===== config.mk =====
export PLATFORM = sky130hd
export DESIGN_NAME = mult_share_arbiter
export DESIGN_NICKNAME = d
export VERILOG_FILES = /design/src/rtl/mult_share_arbiter.sv
export SDC_FILE = /design/constraint.sdc
export NUM_CORES = 1
export LEC_CHECK = 0
export ABC_AREA = 1
export ABC_CLOCK_PERIOD_IN_PS = 5000
export BUFFER_PORTS_ARGS = -buffer_cell sky130_fd_sc_hd__buf_2
export CORE_AREA = 2 2 303 305
export DETAILED_ROUTE_END_ITERATION = 6
export DIE_AREA = 0 0 305 307
export PLACE_DENSITY = 0.33
export SETUP_SLACK_MARGIN = 0.5
export SLEW_MARGIN = 15
export SYNTH_ARGS = -nofsm -noshare
export SYNTH_HDL_FRONTEND = slang
export SYNTH_SLANG_ARGS = --single-unit
export TNS_END_PERCENT = 50

===== constraint.sdc =====
create_clock -name clock -period 5 [get_ports clock]
set_clock_uncertainty 0.2 [all_clocks]
set_input_delay 0.5 -clock clock [delete_from_list [all_inputs] [get_ports clock]]
set_output_delay 0.5 -clock clock [all_outputs]
set_load 0.1 [all_outputs]

===== src/rtl/mult_share_arbiter.sv =====
// Shares one pipelined multiplier among NUM_REQ clients: round-robin issue, ID-tagged response routing.
// Optional build macro MULT_ARB_FIXED_PRIO_EN selects fixed lowest-index-wins priority instead.
module mult_share_arbiter #(
  parameter int unsigned NUM_REQ     = 4,
  parameter int unsigned XLEN        = 64,
  parameter int unsigned MUL_LATENCY = 8
) (
  input  logic                              clock,
  input  logic                              reset,
  input  logic [NUM_REQ-1:0]                req_valid,
  input  logic [NUM_REQ*XLEN-1:0]           req_mcand,
  input  logic [NUM_REQ*XLEN-1:0]           req_mplier,
  output logic [NUM_REQ-1:0]                req_ready,
  output logic [NUM_REQ-1:0]                resp_valid,
  output logic [XLEN-1:0]                   resp_product,
  output logic                              mul_start,
  output logic [XLEN-1:0]                   mul_mcand,
  output logic [XLEN-1:0]                   mul_mplier,
  input  logic [XLEN-1:0]                   mul_product,
  input  logic                              mul_done,
  output logic [$clog2(MUL_LATENCY+1)-1:0]  inflight,
  output logic                              tag_err
);

  localparam int unsigned IDW  = (NUM_REQ > 1) ? $clog2(NUM_REQ) : 1;
  localparam int unsigned CNTW = $clog2(MUL_LATENCY + 1);

  typedef struct packed {
    logic           valid;
    logic [IDW-1:0] id;
  } tag_t;

  logic            gnt_any;
  logic [IDW-1:0]  gnt_id;
  tag_t            tag_q [MUL_LATENCY];
  tag_t            tail;
  logic [CNTW-1:0] settle_cnt;
  logic            settled;
  logic            complete;

`ifdef MULT_ARB_FIXED_PRIO_EN
  // Lowest valid index wins; scanning downward leaves the lowest as the final pick.
  always_comb begin
    gnt_any = 1'b0;
    gnt_id  = '0;
    for (int i = int'(NUM_REQ) - 1; i >= 0; i--) begin
      if (req_valid[i]) begin
        gnt_any = 1'b1;
        gnt_id  = IDW'(i);
      end
    end
    if (reset) gnt_any = 1'b0;
  end
`else
  logic [IDW-1:0] ptr;
  int             idx;

  // Scan offsets from the pointer downward so the nearest valid requester is picked last.
  always_comb begin
    gnt_any = 1'b0;
    gnt_id  = '0;
    idx     = 0;
    for (int k = int'(NUM_REQ) - 1; k >= 0; k--) begin
      idx = (int'(ptr) + k) % int'(NUM_REQ);
      if (req_valid[IDW'(idx)]) begin
        gnt_any = 1'b1;
        gnt_id  = IDW'(idx);
      end
    end
    if (reset) gnt_any = 1'b0;
  end

  always_ff @(posedge clock) begin
    if (reset) begin
      ptr <= '0;
    end else if (gnt_any) begin
      ptr <= (gnt_id == IDW'(NUM_REQ - 1)) ? '0 : gnt_id + 1'b1;
    end
  end
`endif

  // Grant vector and operand mux toward the multiplier.
  always_comb begin
    req_ready  = '0;
    mul_mcand  = '0;
    mul_mplier = '0;
    mul_start  = gnt_any;
    for (int i = 0; i < int'(NUM_REQ); i++) begin
      if (gnt_any && gnt_id == IDW'(i)) begin
        req_ready[i] = 1'b1;
        mul_mcand    = req_mcand[i*XLEN +: XLEN];
        mul_mplier   = req_mplier[i*XLEN +: XLEN];
      end
    end
  end

  // Requester tags travel alongside the multiplier pipeline.
  always_ff @(posedge clock) begin
    if (reset) begin
      for (int i = 0; i < int'(MUL_LATENCY); i++) tag_q[i] <= '0;
    end else begin
      tag_q[0] <= '{valid: gnt_any, id: gnt_id};
      for (int i = 1; i < int'(MUL_LATENCY); i++) tag_q[i] <= tag_q[i-1];
    end
  end

  assign tail     = tag_q[MUL_LATENCY-1];
  assign settled  = (settle_cnt == CNTW'(MUL_LATENCY));
  assign complete = mul_done & tail.valid;

  // Post-reset window in which stray multiplier strobes are not treated as errors.
  always_ff @(posedge clock) begin
    if (reset) begin
      settle_cnt <= '0;
    end else if (!settled) begin
      settle_cnt <= settle_cnt + 1'b1;
    end
  end

  always_ff @(posedge clock) begin
    if (reset) begin
      resp_valid   <= '0;
      resp_product <= '0;
      tag_err      <= 1'b0;
      inflight     <= '0;
    end else begin
      resp_valid <= '0;
      if (complete) begin
        resp_valid[tail.id] <= 1'b1;
        resp_product        <= mul_product;
      end
      if (settled && (mul_done != tail.valid)) tag_err <= 1'b1;
      // A tag leaving the tail is no longer in flight, whether or not it completed.
      case ({gnt_any, tail.valid})
        2'b10:   inflight <= inflight + 1'b1;
        2'b01:   inflight <= inflight - 1'b1;
        default: inflight <= inflight;
      endcase
    end
  end

endmodule


# Yosys cells after proc, flatten, opt, wreduce, memory -nomap -nowiden
# Memories as Yosys holds them, arrays and structs flattened.
# Cells that the tools add are included.
[totals]
inputBits = 583
register_bits = 79
memories = 1
word_cells = 94
out_inout_bits = 206
ramBits = 24
[op_classes]
reduce_logical = 9
order_cmp = 6
n_mux = 48
n_addsub = 7
bitwise_logic = 10
n_eq_ne = 7
[memory_table]
columns = ["name", "depth", "width", "rd", "rd_clocked_by_memory_dff", "wr", "line_no", "source"]
rows = [
  ["tag_q", 8, 3, 8, 0, 8, "35", "tag_t tag_q [MUL_LATENCY];"],
]
[op_table]
columns = ["cell", "n"]
rows = [
  ["64-bit two-way mux", 8],
  ["3-bit two-way mux", 8],
  ["1-bit two-way mux", 21],
  ["2-bit by 4-bit < comparator with 1-bit output (second input constant)", 4],
  ["2-bit two-way mux", 5],
  ["4-bit by 1-bit adder with 4-bit output (second input constant)", 2],
  ["1-bit binary-select mux with 2-bit select", 4],
  ["1-bit bitwise OR", 8],
  ["4-bit one-hot mux with 2 select lines", 1],
  ["2-bit equality test (second input constant)", 3],
  ["1-bit logical AND", 6],
  ["2-bit by 1-bit adder with 2-bit output (second input constant)", 2],
  ["2-bit adder (second input constant)", 2],
  ["2-bit by 1-bit equality test with 1-bit output (second input constant)", 2],
  ["4-bit equality test (second input constant)", 1],
  ["4-bit by 1-bit subtractor with 4-bit output (second input constant)", 1],
  ["2-bit by 3-bit < comparator with 1-bit output (second input constant)", 1],
  ["1-bit demux with 2-bit select", 1],
  ["2-bit by 1-bit greater-or-equal comparator with 1-bit output (second input constant)", 1],
  ["2-bit zero test", 1],
  ["2-bit nonzero test", 1],
  ["2-bit OR reduction", 1],
  ["1-bit bitwise AND", 1],
  ["1-bit != test", 1],
  ["1-bit NOT", 1],
]

# Depth between registers and ports, before layout
# Gate-level depths: netlist of the first run.
[logic_depth]
depth_word = 14
mapped_depth = 20

# Worst setup path after synthesis of the first run
# No wires, ideal clock.
[synth_timing]
kind = "input to output"
startpoint = "in req_valid[0]"
endpoint = "out req_ready[1]"
n_path_buf = 3
setup_slack_ps = 859
stages = 15
arrival_time_ps = 3441
t_required_ps = 4300
path_cell_list = "nand2_1 nand2_1 nand2_1 nand2_2 nand3_1 o21ai_0 o21ai_0 o21ai_0 inv_1 ha_1 clkbuf_1 clkbuf_1 clkbuf_1 inv_1 nor2_1"
[synth_between]
elab_chain_cells = 10
elab_cells_between_ends = 24
classes_between = "eq/ne (1); mux (22); reduce/logical (1)"
[synth_lines]
columns = ["item", "line_no", "source"]
rows = [
  ["start: declaration", "10", "input logic [NUM_REQ-1:0] req_valid,"],
  ["1-bit binary-select mux with 2-bit select", "65", "if (req_valid[IDW'(idx)]) begin"],
  ["1-bit two-way mux (implied by the code) (2 in a row)", "65", ""],
  ["2-bit two-way mux (3 in a row)", "65", ""],
  ["2-bit two-way mux (*)", "65", ""],
  ["via gnt_id[0]", "34", "logic [IDW-1:0] gnt_id;"],
  ["2-bit by 1-bit equality test with 1-bit output (*)", "89", "if (gnt_any && gnt_id == IDW'(i)) begin"],
  ["1-bit logical AND (*)", "89", ""],
  ["1-bit two-way mux (*)", "89", ""],
  ["end: declaration", "13", "output logic [NUM_REQ-1:0] req_ready,"],
]
# The timed path passes the listed nets; every way through them passes the cells marked *. The select of a mux whose other input is x is not followed.

# Final worst setup path of the first run
[layout_timing]
startpoint = "reg ptr[0]"
endpoint = "out mul_mcand[5]"
[layout_between]
elab_chain_cells = 14
elab_cells_between_ends = 36
classes_between = "add/sub (3); eq/ne (3); mux (25); reduce/logical (5)"
[layout_lines]
columns = ["item", "line_no", "source"]
rows = [
  ["start: declaration", "55", "logic [IDW-1:0] ptr;"],
  ["start signal: assignment", "77", "ptr <= (gnt_id == IDW'(NUM_REQ - 1)) ? '0 : gnt_id + 1'b1;"],
  ["2-bit adder", "64", "idx = (int'(ptr) + k) % int'(NUM_REQ);"],
  ["1-bit binary-select mux with 2-bit select", "65", ""],
  ["1-bit two-way mux (implied by the code) (2 in a row)", "65", ""],
  ["1-bit two-way mux / 2-bit two-way mux (equally long branches) (4 in a row)", "65", ""],
  ["1-bit two-way mux / 2-bit zero test (equally long branches)", "70, 89", ""],
  ["1-bit logical AND", "89", ""],
  ["64-bit two-way mux (3 in a row)", "89", ""],
  ["64-bit two-way mux (*)", "89", ""],
  ["end: declaration", "17", "output logic [XLEN-1:0] mul_mcand,"],
]
# Every way passes the cells marked *; elsewhere a longest branch is shown, timed or not. The select of a mux whose other input is x is not followed.

==> results of run 1 <==
-- sequential cells by signal, summed over array words and instances, names as in the netlist --
| name | flops |
|---|---|
| resp_valid | 4 |
| settle_cnt | 4 |
| ptr | 2 |
| tag_q | 24 |
| resp_product | 64 |
| inflight | 4 |
| tag_err | 1 |
-- worst paths after layout --
kind	from	end	cells after the start
max	ptr[0]$_SDFFE_PP0P_	mul_mcand[5]	15
min	mul_product[8]	resp_product[8]$_SDFFE_PP0P_	3
max reg2reg	ptr[0]$_SDFFE_PP0P_	inflight[2]$_SDFFE_PP0P_	14
min reg2reg	tag_q[1][7]$_SDFF_PP0_	tag_q[1][10]$_SDFF_PP0_	2
-- cell families (layout without fill, tap and decap cells) --
logic type,count (synthesis),after routing,synth area share (%)
xor+xnor,3,3,0.2284
fa+ha+maj,10,10,1.088
flops,103,103,17.92
compound gates,85,85,3.752
simple gates,1366,1366,54.70
buf+inv,638,1274,22.31
other cells,0,9,0
-- stage by stage --
stage	utilization [%]	worst slack, ps
3_3_place_gp	20.03	618.7
5_1_grt	20.46	503.4
4_1_cts	20.41	569.0
3_5_place_dp	20.03	582.3
2_1_floorplan	-	858.7
6_report	20.47	832.0
-- placed cells by master (no fill, tap or decap), types with 10 or more instances in the layout --
cell	Yosys	final
o21ai_0	74	73
dfxtp_1	103	102
buf_2	57	682
nand2_1	547	547
nand4_1	385	385
inv_1	346	346
clkinv_1	79	79
nor2_1	291	291
clkbuf_16	0	10
buf_12	0	126
nand3_1	132	132
buf_4	22	19
-- layer usage --
layer,part of all wire [%],global-route usage [%],routed length (um),up-vias
met5,0.22,0,169,-
met4,1.3,2.222,1022,26
met3,6.0,3.205,4618,71
met2,49,26.83,38250,573
met1,43,19.90,33430,7567
li1,-,-,-,8281
-- worst register-to-register path: stages (launching register included) --
cell	delay, ps
dfxtp_2	450
inv_4	70
nand2_1	80
nand2_1	80
nor2_1	340
nand2_8	220
nand2_1	300
ha_1	260
nor2_1	50
nor2_1	200
ha_1	190
a21oi_1	50
xor2_1	170
o21ai_0	170
inv_1	50
-- timing repair --
| action | in CTS | in global routing |
|---|---|---|
| gates cloned | 0 | 1 |
| pin swaps | 0 | 1 |
| resized for setup | 2 | 2 |
| buffers inserted | 2 | 0 |
| setup endpoints to repair | 128 | 60 |
-- final cells by class --
cell class / count / area, um^2
tap: 1186 / 1484
multi-input combinational: 1464 / 6942
inverter: 430 / 1627
clock inverter: 4 / 55.05
antenna: 9 / 22.52
clock buffer: 11 / 242.7
sequential: 103 / 2063
fill: 10720 / 72120
timing repair buffer: 829 / 6131
==> qor.csv, run 1 <==
metric,value,unit
status,finished clean,
hold_ws,162.1,ps
nets,3430,
gp_congestion,0.8210,
cts_tree,done,
worstPathArrival,3470,ps
clock-sinks,103,
hold_class,input port to register,
grt_setup_unrepaired,no,
cap_violations,0,
place_area,18170,um^2
yosysWarnings,0,
dieArea,93640,um^2
slew_headroom,37.58,%
grt_pass1_wl,109400,um
min_period_over_period,83.36,%
period_needed,4168,ps
tightest_slew,936.3,ps
grt_overflow,0,
synth_edf_count,0,
synth_area_leader_cell,nand4_1,
grt_max_degree,168,
grt.total_usage,15.43,%
routed_via_density,4.093,
crit_type,register to output pin,
path_clk_slew,80,ps
worstPathCellList,nand2_1 -> nand2_1 -> nand2_1 -> nand2_2 -> nand3_1 -> o21ai_0 -> o21ai_0 -> o21ai_2 -> ha_4 -> nand3_4 -> buf_12 -> nand3_1 -> nand2_1 -> nand2_1 -> buf_2,
syn_nets,2798,
dpl.hpwl,58470,um
pin_count,789,
slowest_delay,450,ps
clk_latency,350,ps
synth_cells,2205,
synth_commonest_cells,"547 x nand2_1, 385 x nand4_1, 346 x inv_1",
r2r_setup_slack,2020,ps
synth_cell_types,26,
ys_ff_latch,103,
totalWireLength,77490,um
drt_iter0_markers,1104,
async_reset_ff_share,0,%
fp.dieH,307,um
critPathRequiredTime,4300,ps
start_util,12.69,%
ant_nets,0,
final_area,18570,um^2
synth_top_area_share,20.94,%
cts.path.max_buffers,2,
startpoint_type,register,
layout.cells.non_filler,4036,
grt_pass1_vias,15750,
synth.avg_cell_area,5.218,um^2
seq_area_frac_synth,17.92,%
fp-row-count,111,
layout-drive-gt1-share,30.20,%
coreArea,90690,um^2
port_buffers,788,
hold_viol,0,
ctsHoldBuffers,0,
cp_slowest_cell,dfxtp_2,
cts_buffers,9,
syn-cell-area,11500,um^2
area_growth,61.38,%
ys.flop_type,dfxtp_1,
synth_area_leaders,"nand4_1 21%, dfxtp_1 18%, nand2_1 18%",
worst-path-max-fanout,56,
vias,16520,
setup_violations,0,
dr.pass1.iters,5,
antenna_found_initial,37,
cp_common_cell,nand2_1,
drc_errors,0,
crit_family,simple AND/OR/NAND/NOR gates,
cts-root-buf,clkbuf_16,
drv_slew,0,
setup.worst_path.end_class,output pin,
crit_buf_inv,2,
yosysMostFrequentCell,nand2_1,
htreeDepth,3,
wl_per_cell,19.20,um
post-place-cells,4009,
fp.dieW,305,um
setup_tns,0,ps
fmax,239.9,MHz
Power of run 1 is not shown: default switching activity piles up to over one toggle a cycle in this logic, so the estimate is an artifact.
==> inputs of run 2 (changes only) <==
Settings changed: ABC_CLOCK_PERIOD_IN_PS 5000 to 3750, CORE_AREA 2 2 303 305 to 2 2 305 307, DIE_AREA 0 0 305 307 to 0 0 307 309.
Clock period 5 ns to 3.75 ns, I/O delays scaled along.
==> qor.csv, run 2 (synthesis results as in run 1) <==
metric,value,unit,change
totalWireLength,90760,um,+17%
slew_headroom,54.44,%,+17 points
dr.pass1.iters,5,,unchanged
cts_buffers,9,,unchanged
htreeDepth,3,,unchanged
top_register,resp_product,,
mostFrequentLayoutCells,"656 x buf_2, 385 x nand4_1, 340 x inv_1",,
cts_tree,done,,
gp_congestion,0.8676,,+5.7%
cap_violations,0,,unchanged
routed_via_density,4.203,,+2.7%
filler_cell_count,10500,,-2.1%
multi_input_area,8302,um^2,+20%
fmax,283.9,MHz,
ant_nets,0,,unchanged
crit_type,register to output pin,,
clk_latency,350,ps,about the same
regToRegStartpoint,ptr[0]$_SDFFE_PP0P_,,
layout.cells.non_filler,4198,,+4.0%
post-place-cells,4049,,+1.0%
grt_pass1_vias,16750,,+6.4%
cts.path.max_buffers,2,,unchanged
hold_class,input port to register,,
coreArea,91390,um^2,+0.77%
final_common_cell,buf_2,,
fp.dieH,309,um,+0.65%
hold_ws,40.00,ps,-122.1 ps
ctsHoldBuffers,0,,unchanged
min_period_over_period,93.92,%,
vias,17640,,+6.8%
worstPathArrival,2950,ps,-520 ps
grt_pass1_wl,118500,um,+8.3%
r2r-end,inflight[2]$_SDFFE_PP0P_,,
start_util,12.59,%,-0.096 points
grt_max_degree,100,,-40%
cp-startpoint,ptr[0]$_SDFFE_PP0P_,,
setup.worst_path.end_class,output pin,,
setup_violations,0,,unchanged
dieArea,94860,um^2,+1.3%
drv_slew,0,,unchanged
fp.dieW,307,um,+0.66%
hold_viol,0,,unchanged
nets,3582,,+4.4%
dpl.hpwl,61450,um,+5.1%
ff2ff_path_depth,18,,+4
area_growth,100.5,%,
grt.total_usage,16.81,%,+1.4 points
layout-drive-gt1-share,44.56,%,+14 points
drc_errors,0,,unchanged
port_buffers,788,,unchanged
regArea,2069,um^2,+0.30%
critPathRequiredTime,3170,ps,-1130 ps
cts-root-buf,clkbuf_16,,
setup_tns,0,ps,unchanged
largest_reg_flops,64,,unchanged
clock-sinks,103,,unchanged
period_needed,3522,ps,
wl_per_cell,21.62,um,+13%
drt_iter0_markers,1159,,+5.0%
status,finished clean,,
grt_overflow,0,,unchanged
tightest_slew,683.4,ps,-252.9 ps
top_regs,"resp_product: 64 flops, tag_q: 24 flops",,
worst-path-max-fanout,8,,-86%
path_clk_slew,80,ps,about the same
r2r_setup_slack,810,ps,-1210 ps
startpoint_type,register,,
grt_setup_unrepaired,yes,,
pin_count,789,,unchanged
fp-row-count,111,,unchanged
antenna_found_initial,42,,+14%
cp-endpoint,mul_mplier[40],,
-- run 2: repair_timing --
action	in CTS	in global routing
pin swaps	63	141
gates cloned	27	29
endpoints found under the hold margin	0	0
setup buffers	44	15
setup endpoints to repair	132	132
resized for setup	156	181
-- run 2: worst min path at each step --
stage	startpoint	to	slack, ps	cells after the start
after global placement	tag_q[0][8]$_SDFF_PP0_	tag_q[0][11]$_SDFF_PP0_	190	2
after detailed placement	tag_q[1][0]$_SDFF_PP0_	tag_q[1][3]$_SDFF_PP0_	190	2
after global routing	mul_product[53]	resp_product[53]$_SDFFE_PP0P_	40	3
after CTS	mul_product[48]	resp_product[48]$_SDFFE_PP0P_	20	3
after floorplan	tag_q[0][7]$_SDFF_PP0_	tag_q[0][10]$_SDFF_PP0_	190	2
final	mul_product[48]	resp_product[48]$_SDFFE_PP0P_	40	3
-- run 2: critical path, cell delays in order, from the launching register on --
cell and delay (ps):
dfxtp_4 400, buf_6 130, nand2_2 50, nand2_2 70
nand2_2 70, nand2_4 80, nand3_2 70, o21ai_2 70
o21ai_1 100, o21ai_2 90, inv_2 90, ha_4 190
buf_12 160, buf_16 170, buf_6 130, nor2_1 90
nand4_1 160, nand3_2 140, nand2_2 80, nand2_4 70
buf_12 170
-- run 2: final cells by class --
cell class,count,area share [%]
Multi-Input combinational cell,1464,35.99
Tap cell,1186,6.433
Inverter,430,7.155
Sequential cell,103,8.972
Clock buffer,10,0.9927
Timing Repair Buffer,981,40.06
Clock inverter,6,0.2007
Antenna cell,18,0.1953
-- run 2: through the flow --
stage                     area (um^2)  setup slack, ps  utilization, %
after floorplan                 12160            416.3               -
after global placement          19620            24.99           21.47
after detailed placement        19620            71.56           21.47
after CTS                       21730            133.2           23.78
after global routing            23050            78.15           25.22
final                           23070            228.0           25.24
-- run 2: routing by layer --
metal / global-route usage [%] / share of wire, %
met1: 20.59 / 40
met2: 30.39 / 51
met3: 3.994 / 6.4
met4: 2.212 / 2.1
met5: 0 / 0.28
Power of run 2 is left out for the same reason.
